### src/rtl/twi_reg_file.sv
// Register file for the APB I2C master: CTRL/PRESCALE/SADDR/STATUS registers
// plus TX and RX byte FIFOs between the bus and the bit/byte engine.
module twi_reg_file #(
  parameter int unsigned APB_ADDR_WIDTH = 8,
  parameter int unsigned APB_DATA_WIDTH = 32,
  parameter int unsigned FIFO_DEPTH     = 4,
  parameter logic [15:0] PRESCALE_RST   = 16'd99
) (
  input  logic                      pclk,
  input  logic                      presetn,
  input  logic                      wr_en,
  input  logic                      rd_en,
  input  logic [APB_ADDR_WIDTH-1:0] addr,
  input  logic [APB_DATA_WIDTH-1:0] wr_data,
  output logic [APB_DATA_WIDTH-1:0] rd_data,
  input  logic                      core_busy,
  input  logic                      core_ack_err,
  input  logic                      tx_pop,
  input  logic                      rx_push,
  input  logic [7:0]                rx_byte,
  output logic [7:0]                tx_byte,
  output logic                      tx_valid,
  output logic                      core_en,
  output logic                      core_rw,
  output logic [6:0]                slv_addr,
  output logic [15:0]               prescale,
  output logic                      start_pulse,
  output logic                      stop_pulse,
  output logic                      irq
);

  localparam int unsigned PtrW = $clog2(FIFO_DEPTH);
  localparam int unsigned CntW = $clog2(FIFO_DEPTH + 1);
  localparam logic [CntW-1:0] CntFull = CntW'(FIFO_DEPTH);

  localparam logic [2:0] AddrCtrl     = 3'd0;
  localparam logic [2:0] AddrPrescale = 3'd1;
  localparam logic [2:0] AddrSaddr    = 3'd2;
  localparam logic [2:0] AddrTxdata   = 3'd3;
  localparam logic [2:0] AddrRxdata   = 3'd4;
  localparam logic [2:0] AddrStatus   = 3'd5;

  logic [2:0] off;
  logic       wr_ctrl, wr_pre, wr_saddr, wr_tx, wr_status, rd_rx;

  logic        en_q, rw_q, ie_q;
  logic [15:0] prescale_q;
  logic [6:0]  saddr_q;
  logic        start_q, stop_q, irq_q;
  logic        ack_err_q, tx_ovf_q, rx_unf_q, rx_ovf_q;
  logic        ack_err_d, tx_ovf_d, rx_unf_d, rx_ovf_d;

  logic [7:0]      tx_mem [FIFO_DEPTH];
  logic [7:0]      rx_mem [FIFO_DEPTH];
  logic [PtrW-1:0] tx_wptr_q, tx_rptr_q, rx_wptr_q, rx_rptr_q;
  logic [CntW-1:0] tx_cnt_q, tx_cnt_d, rx_cnt_q, rx_cnt_d;
  logic            tx_empty, tx_full, rx_empty, rx_full;
  logic            tx_push_ok, tx_pop_ok, rx_push_ok, rx_pop_ok;
  logic [7:0]      rx_head;

  logic unused_ok;
  assign unused_ok = ^{addr[APB_ADDR_WIDTH-1:5], addr[1:0], wr_data[APB_DATA_WIDTH-1:16]};

  assign off       = addr[4:2];
  assign wr_ctrl   = wr_en & (off == AddrCtrl);
  assign wr_pre    = wr_en & (off == AddrPrescale);
  assign wr_saddr  = wr_en & (off == AddrSaddr);
  assign wr_tx     = wr_en & (off == AddrTxdata);
  assign wr_status = wr_en & (off == AddrStatus);
  assign rd_rx     = rd_en & (off == AddrRxdata);

  assign tx_empty = (tx_cnt_q == '0);
  assign tx_full  = (tx_cnt_q == CntFull);
  assign rx_empty = (rx_cnt_q == '0);
  assign rx_full  = (rx_cnt_q == CntFull);

  // A pop in the same cycle frees the slot, so a push into a full FIFO still lands.
  assign tx_pop_ok  = tx_pop & ~tx_empty;
  assign tx_push_ok = wr_tx & (~tx_full | tx_pop_ok);
  assign rx_pop_ok  = rd_rx & ~rx_empty;
  assign rx_push_ok = rx_push & (~rx_full | rx_pop_ok);

  assign rx_head  = rx_empty ? 8'h00 : rx_mem[rx_rptr_q];
  assign tx_byte  = tx_empty ? 8'h00 : tx_mem[tx_rptr_q];
  assign tx_valid = ~tx_empty;

  always_comb begin
    tx_cnt_d = tx_cnt_q;
    if (tx_push_ok && !tx_pop_ok) begin
      tx_cnt_d = tx_cnt_q + CntW'(1);
    end else if (!tx_push_ok && tx_pop_ok) begin
      tx_cnt_d = tx_cnt_q - CntW'(1);
    end
    rx_cnt_d = rx_cnt_q;
    if (rx_push_ok && !rx_pop_ok) begin
      rx_cnt_d = rx_cnt_q + CntW'(1);
    end else if (!rx_push_ok && rx_pop_ok) begin
      rx_cnt_d = rx_cnt_q - CntW'(1);
    end
  end

  // Sticky bits: a new event in the clearing cycle wins over the W1C.
  always_comb begin
    ack_err_d = (ack_err_q & ~(wr_status & wr_data[1])) | core_ack_err;
    tx_ovf_d  = (tx_ovf_q  & ~(wr_status & wr_data[6])) | (wr_tx & tx_full & ~tx_pop_ok);
    rx_unf_d  = (rx_unf_q  & ~(wr_status & wr_data[7])) | (rd_rx & rx_empty);
    rx_ovf_d  = (rx_ovf_q  & ~(wr_status & wr_data[8])) | (rx_push & rx_full & ~rx_pop_ok);
  end

  always_comb begin
    rd_data = '0;
    case (off)
      AddrCtrl:     rd_data[4:0]  = {ie_q, rw_q, 2'b00, en_q};
      AddrPrescale: rd_data[15:0] = prescale_q;
      AddrSaddr:    rd_data[6:0]  = saddr_q;
      AddrRxdata:   rd_data[7:0]  = rx_head;
      AddrStatus:   rd_data[8:0]  = {rx_ovf_q, rx_unf_q, tx_ovf_q, rx_empty, rx_full,
                                     tx_empty, tx_full, ack_err_q, core_busy};
      default:      rd_data = '0;
    endcase
  end

  always_ff @(posedge pclk or negedge presetn) begin
    if (!presetn) begin
      en_q       <= 1'b0;
      rw_q       <= 1'b0;
      ie_q       <= 1'b0;
      prescale_q <= PRESCALE_RST;
      saddr_q    <= 7'd0;
      start_q    <= 1'b0;
      stop_q     <= 1'b0;
      irq_q      <= 1'b0;
      ack_err_q  <= 1'b0;
      tx_ovf_q   <= 1'b0;
      rx_unf_q   <= 1'b0;
      rx_ovf_q   <= 1'b0;
    end else begin
      if (wr_ctrl) begin
        en_q <= wr_data[0];
        rw_q <= wr_data[3];
        ie_q <= wr_data[4];
      end
      if (wr_pre) begin
        prescale_q <= wr_data[15:0];
      end
      if (wr_saddr) begin
        saddr_q <= wr_data[6:0];
      end
      start_q   <= wr_ctrl & wr_data[0] & wr_data[1];
      stop_q    <= wr_ctrl & wr_data[0] & wr_data[2];
      irq_q     <= ie_q & (ack_err_q | ~rx_empty);
      ack_err_q <= ack_err_d;
      tx_ovf_q  <= tx_ovf_d;
      rx_unf_q  <= rx_unf_d;
      rx_ovf_q  <= rx_ovf_d;
    end
  end

  always_ff @(posedge pclk or negedge presetn) begin
    if (!presetn) begin
      tx_wptr_q <= '0;
      tx_rptr_q <= '0;
      tx_cnt_q  <= '0;
      rx_wptr_q <= '0;
      rx_rptr_q <= '0;
      rx_cnt_q  <= '0;
      for (int i = 0; i < FIFO_DEPTH; i++) begin
        tx_mem[i] <= 8'h00;
        rx_mem[i] <= 8'h00;
      end
    end else begin
      if (tx_push_ok) begin
        tx_mem[tx_wptr_q] <= wr_data[7:0];
        tx_wptr_q         <= tx_wptr_q + PtrW'(1);
      end
      if (tx_pop_ok) begin
        tx_rptr_q <= tx_rptr_q + PtrW'(1);
      end
      if (rx_push_ok) begin
        rx_mem[rx_wptr_q] <= rx_byte;
        rx_wptr_q         <= rx_wptr_q + PtrW'(1);
      end
      if (rx_pop_ok) begin
        rx_rptr_q <= rx_rptr_q + PtrW'(1);
      end
      tx_cnt_q <= tx_cnt_d;
      rx_cnt_q <= rx_cnt_d;
    end
  end

  assign core_en     = en_q;
  assign core_rw     = rw_q;
  assign slv_addr    = saddr_q;
  assign prescale    = prescale_q;
  assign start_pulse = start_q;
  assign stop_pulse  = stop_q;
  assign irq         = irq_q;

endmodule
### config.mk
export PLATFORM = sky130hd
export DESIGN_NAME = twi_reg_file
export DESIGN_NICKNAME = d
export VERILOG_FILES = /design/src/rtl/twi_reg_file.sv
export SDC_FILE = /design/constraint.sdc
export NUM_CORES = 1
export LEC_CHECK = 0
export BUFFER_PORTS_ARGS = -buffer_cell sky130_fd_sc_hd__buf_2
export CORE_ASPECT_RATIO = 0.9
export CORE_MARGIN = 3
export CORE_UTILIZATION = 23
export CTS_CLUSTER_SIZE = 16
export DETAILED_ROUTE_END_ITERATION = 8
export MAX_ROUTING_LAYER = met4
export PLACE_DENSITY_LB_ADDON = 0.15
export SLEW_MARGIN = 20
export SYNTH_ARGS = -nofsm -noshare
export SYNTH_HDL_FRONTEND = slang
export SYNTH_SLANG_ARGS = --single-unit
### constraint.sdc
create_clock -name pclk -period 2.6 [get_ports pclk]
set_clock_uncertainty 0.2 [all_clocks]
set_input_delay 0.52 -clock pclk [delete_from_list [all_inputs] [get_ports pclk]]
set_output_delay 0.52 -clock pclk [all_outputs]
set_load 0.02 [all_outputs]
Word level (Yosys, flattened, before mapping)
Index checks and enable logic that the tools add are counted.

Word-level logic and storage cells: 133. Bits of input ports: 56. Output and inout port bits: 69. Flip-flop bits (word level): 111.

Multiplexer cells: 23. Reduce and logical (&&, ||, !) cells: 15. Add/subtract/negate cells: 8. Equality and inequality tests: 7. Bitwise operators: 48. Order comparisons: 6.

Operator list (number): $bwmux W32 (2); $mux W8 (8); $bmux W8 S2 (2); $demux W8 S2 (2); $and A1 B1 Y1 (27); $pmux W5 S5 (1); $eq A3 B3 Y1 const B (4); $ge A3 B3 Y1 const B (4); $mux W3 (4); $not A2 Y3 (4); $not A1 Y1 (10); $logic_not A3 Y1 (3); $add A2 B1 Y2 const B (4); $pmux W2 S4 (1); $mux W7 (1); $or A1 B1 Y1 (7); $add A3 B1 Y3 const B (2); $eq A3 B2 Y1 const B (2); $logic_and A1 B1 Y1 (6); $lt A3 B1 Y1 const B (2); $sub A3 B1 Y3 const B (2); $logic_not A1 Y1 (4); $reduce_bool A2 Y1 (2); $eq A3 B1 Y1 const B (1); 2 further kinds (2).

Logic depth before layout (Yosys ltp)
Depth in word-level cells: 9. Mapped depth: 11. Depth with buffers taken out: 9.

Worst setup path before layout
No wires, ideal clock.

Path type: input port to flip-flop. From: input port addr[4]. To: register rx_cnt_q[2]. Slack: -0.042 ns. Stages: 11. Data required time: 2.321 ns. Buffers on the path: 2. Arrival: 2.363 ns. Setup time: 0.079 ns. Cell sequence: clkbuf_1 -> nor4bb_1 -> buf_4 -> o21ai_1 -> inv_1 -> ha_1 -> inv_1 -> fa_1 -> xor2_1 -> nor2_1 -> xor2_1.

Word-level cells in the longest chain between the ends: 8. Elaborated cells on any way between the ends: 11. Classes of those cells: 1 x eq/ne; 1 x mux; 4 x bitwise; 5 x reduce/logical.

Ends and longest elaborated chain: start, declared (line 13) `input logic [APB_ADDR_WIDTH-1:0] addr,`; $eq A3 B3 Y1 * (line 70) `assign rd_rx = rd_en & (off == AddrRxdata);`; $and A1 B1 Y1 * (line 70); $and A1 B1 Y1 * (line 80) `assign rx_pop_ok = rd_rx & ~rx_empty;`; $or A1 B1 Y1 * (line 81) `assign rx_push_ok = rx_push & (~rx_full | rx_pop_ok);`; $and A1 B1 Y1 * (line 81); net rx_push_ok (line 58) `logic tx_push_ok, tx_pop_ok, rx_push_ok, rx_pop_ok;`; $logic_not A1 Y1 (line 97) `end else if (!rx_push_ok && rx_pop_ok) begin`; $logic_and A1 B1 Y1 (line 97); $reduce_bool A2 Y1 (no line); end signal, assigned (line 187) `rx_cnt_q <= rx_cnt_d;`; end, declared (line 56) `logic [CntW-1:0] tx_cnt_q, tx_cnt_d, rx_cnt_q, rx_cnt_d;`.

Mark *: on every way through the listed nets, which the timed path passes. The rest lies on a longest branch. A chain may end at the register's enable or synchronous reset.

Final worst setup path
From: register rx_rptr_q[0]. To: output port rd_data[5].

Word-level cells in the longest chain between the ends: 6.

Ends and longest elaborated chain: start, declared (line 55) `logic [PtrW-1:0] tx_wptr_q, tx_rptr_q, rx_wptr_q, rx_rptr_q;`; start signal, assigned (line 184) `rx_rptr_q <= rx_rptr_q + PtrW'(1);`; $not A2 Y3 (implied by the code) (line 83) `assign rx_head = rx_empty ? 8'h00 : rx_mem[rx_rptr_q];`; $bmux W8 S2 (line 83); $mux W8 (implied by the code) (2 in a row) (line 83); $mux W8 (line 83); $pmux W2 S4 (line 112) `case (off)`; end, declared (line 15) `output logic [APB_DATA_WIDTH-1:0] rd_data,`.

Every way passes these cells. The select of a mux whose other input is x is not followed.

==> results.py <==
metrics = {
    "route": {
        "wire_per_inst_um": 17.61,
        "wl_met1_um": 6891,
        "wl_met2_um": 6729,
        "drtAntennaViolNets": 0,
        "wl_um": 14320,
        "maxUsedRoutingLayer": "met4",
        "vias": 3457,
        "post_drt_via_cell_ratio": 4.252,
        "drt-initial-drc-count": 117,
        "drc": 0,
        "dr.pass1.iters": 4,
        "wl_met3_um": 510,
    },
    "grt": {
        "antenna_found_initial": 0,
        "grt_usage_pct": 11.65,
        "grt_first_pass_wirelength_um": 22450,
        "grt_max_degree": 40,
        "overflow": 0,
        "grt_pass1_vias": 3752,
    },
    "yosys": {
        "syn_inst": 392,
        "ys_seq_area_share_pct": 49.96,
        "yosys_warnings": 0,
        "ys_ff_latch": 111,
        "synthTopCellsByArea": "dfrtp_1 48%, mux2_1 10%, mux2_4 8.6%",
        "synthArstFlopShare_pct": 100.0,
        "synth_area_per_cell_um2": 14.21,
        "netlist_area_um2": 5570,
        "synth.top_cell.area_share_pct": 48.07,
        "ys.flop_type": "dfrtp_1",
        "yosysTopAreaCell": "dfrtp_1",
        "synth_edf_count": 0,
        "synth_cell_types": 45,
    },
    "sta": {
        "worst_pin_slew_ps": 540.5,
        "layout_min_cycle_time_ps": 2615,
        "maxSlewHeadroom_pct": 63.79,
        "maxSlewViolCount": 0,
        "min_period_over_period_pct": 100.6,
        "setup_slack_ps": -15.14,
        "fmaxAchievable_mhz": 382.4,
        "setup_viol": 4,
        "grt_setup_unrepaired": "yes",
        "finalHoldViolCount": 0,
    },
    "pwr": {
        "total_leakage_power_nw": 3.239,
        "vdd_drop_max_uv": 288.8,
        "total_power_mw": 7.362,
        "p_per_area_nw_per_um2": 1067,
    },
    "place": {
        "port_buffers": 87,
        "place_area_um2": 6500,
        "place.gp.congestion": 0.7409,
        "hpwl_um": 10680,
        "place_inst": 792,
        "place_ws_ps": 26.84,
    },
    "clock_tree": {
        "clock_latency_ps": 350,
        "numCtsBuffers": 9,
        "htreeDepth": 3,
        "clk_path_buf_depth": 2,
        "clkSinkCount": 111,
        "clkSlewWorstSetupHoldPaths_ps": 70,
        "cts_tree": "yes",
        "clockRootBuffer": "clkbuf_16",
    },
    "critical_path": {
        "reg2reg_to": "tx_cnt_q[1]",
        "startpoint": "rx_rptr_q[0]",
        "worstPathCellList": "mux4_2, and3_4, a211o_1, buf_6",
        "r2r_start": "tx_cnt_q[1]",
        "crit_required_ps": 1880,
        "max_stage_delay_ps": 520,
        "worstSetupPathType": "reg2out",
        "critical_path.endpoint": "rd_data[5]",
        "cp-start-kind": "register",
        "arrival_ps": 1900,
        "end_kind": "output pin",
        "r2r_slack_ps": 200,
        "cp_max_fo": 4,
        "slowest_stage": "mux4_2",
        "reg2regPathDepth": 7,
    },
    "outcome": {
        "outcome": "finished, violations left",
        "violations": "negative setup slack",
    },
    "finish": {
        "drive_gt1_share_pct": 42.27,
        "final_cell_area_um2": 6899,
        "syn_to_final_growth_pct": 23.85,
        "finalNetCount": 574,
        "stdcell_count": 813,
        "antenna_cells": 0,
    },
    "die": {
        "fp.dieArea_um2": 26120,
        "core-area_um2": 23610,
        "rows": 53,
        "die_h_um": 153.6,
        "num_io_pins": 125,
        "initial_core_util_pct": 23.60,
        "die_w_um": 170.0,
    },
    "run": {
        "maxCapViolations": 0,
    },
    "hold_path": {
        "hold_path_class": "in2reg",
    },
}
Yosys cell counts (5+ instances only):
| cell | number |
|---|---|
| buf_2 | 6 |
| inv_1 | 9 |
| and2_1 | 15 |
| dfrtp_1 | 107 |
| ha_1 | 10 |
| buf_4 | 17 |
| mux2_2 | 11 |
| nand3b_1 | 6 |
| nor2_1 | 6 |
| mux2_4 | 32 |
| xnor2_1 | 8 |
| nand3_1 | 11 |
| nand2_1 | 9 |
| mux2i_1 | 5 |
| mux2_1 | 51 |
| mux4_2 | 16 |
| o211ai_1 | 6 |
| clkbuf_1 | 8 |
worst min-delay path by stage:
stage | from | end | slack, ps | cells past startpoint
after floorplan | presetn | ack_err_q | 20 | 0
after global placement | tx_mem[9] | tx_mem[9] | 270 | 1
after detailed placement | tx_mem[14] | tx_mem[14] | 280 | 1
after CTS | core_ack_err | ack_err_q | 160 | 2
after global routing | core_ack_err | ack_err_q | 160 | 2
final | core_ack_err | ack_err_q | 170 | 2
cell families after synthesis:
logic type      after synthesis  share of synthesized area (%)
xor+xnor                     12                          1.887
mux                         115                          28.53
compound gates               25                          4.313
buf+inv                      44                          4.380
fa+ha+maj                    12                          2.965
simple gates                 72                          7.907
other cells                   1                        0.06732
flops                       111                          49.96
through the flow:
stage / TNS (ps) / utilization [%] / hold slack, ps
2_1_floorplan: 0 / - / 24.41
3_3_place_gp: 0 / 27.53 / 269.5
3_5_place_dp: 0 / 27.53 / 277.7
4_1_cts: -392.6 / 29.13 / 164.9
5_1_grt: -675.2 / 29.22 / 159.6
6_report: -39.53 / 29.22 / 172.1
placed cells by master (no fill, tap or decap), types with 10 or more instances in the layout:
master     n
buf_2     80
buf_4     37
mux2_2    11
ha_1      10
mux2_1    51
mux2_4    32
dfrtp_1  106
and2_1    15
conb_1    16
mux4_2    16
report_power, final:
group | leakage, nW | internal, mW | switching, mW
Clock | 0.151 | 0.786 | 0.672
Sequential | 1.35 | 2.44 | 0.492
Combinational | 1.74 | 1.66 | 1.32
per-layer routing:
metal  global-route usage, %  vias to the layer above
li1                        -                     1604
met1                   15.53                     1761
met2                   18.27                       80
met3                   2.005                       12
met4                   3.399                        0
met5                       -                        -
critical path: cells and delay by family, from the launching register on:
family                 cells  cell delay, ps
DFF                        1             430
AOI/OAI and AO/OA          1             270
muxes                      1             520
and+or+nand+nor            1             160
buffers and inverters      1             150
cell type report:
class,count,area [um2]
well taps,302,377.9
multi-input cells,252,2630
clock buffers,11,242.7
fillers,2391,16710
repair buffers,123,765.7
inverters,9,33.78
clock inverters,5,65.06
flip-flops and latches,111,2784
sequential cells by signal (all words and copies together), names as in the netlist:
register,flops
tx_wptr_q,2
rx_rptr_q,2
rx_ovf_q,1
tx_mem,32
rx_cnt_q,3
rx_unf_q,1
start_pulse,1
rx_mem,32
tx_ovf_q,1
core_en,1
core_rw,1
irq,1
slv_addr,7
ack_err_q,1
prescale,16
tx_rptr_q,2
tx_cnt_q,3
ie_q,1
rx_wptr_q,2
stop_pulse,1
repair_timing:
item,4_1_cts,5_1_grt
hold endpoints to repair,31,0
gates resized for setup,11,4
buffers inserted,3,1
pin swaps,6,7
endpoints found under the setup margin,8,9
hold buffers,1,0
Power figures use the tool's default switching activity.
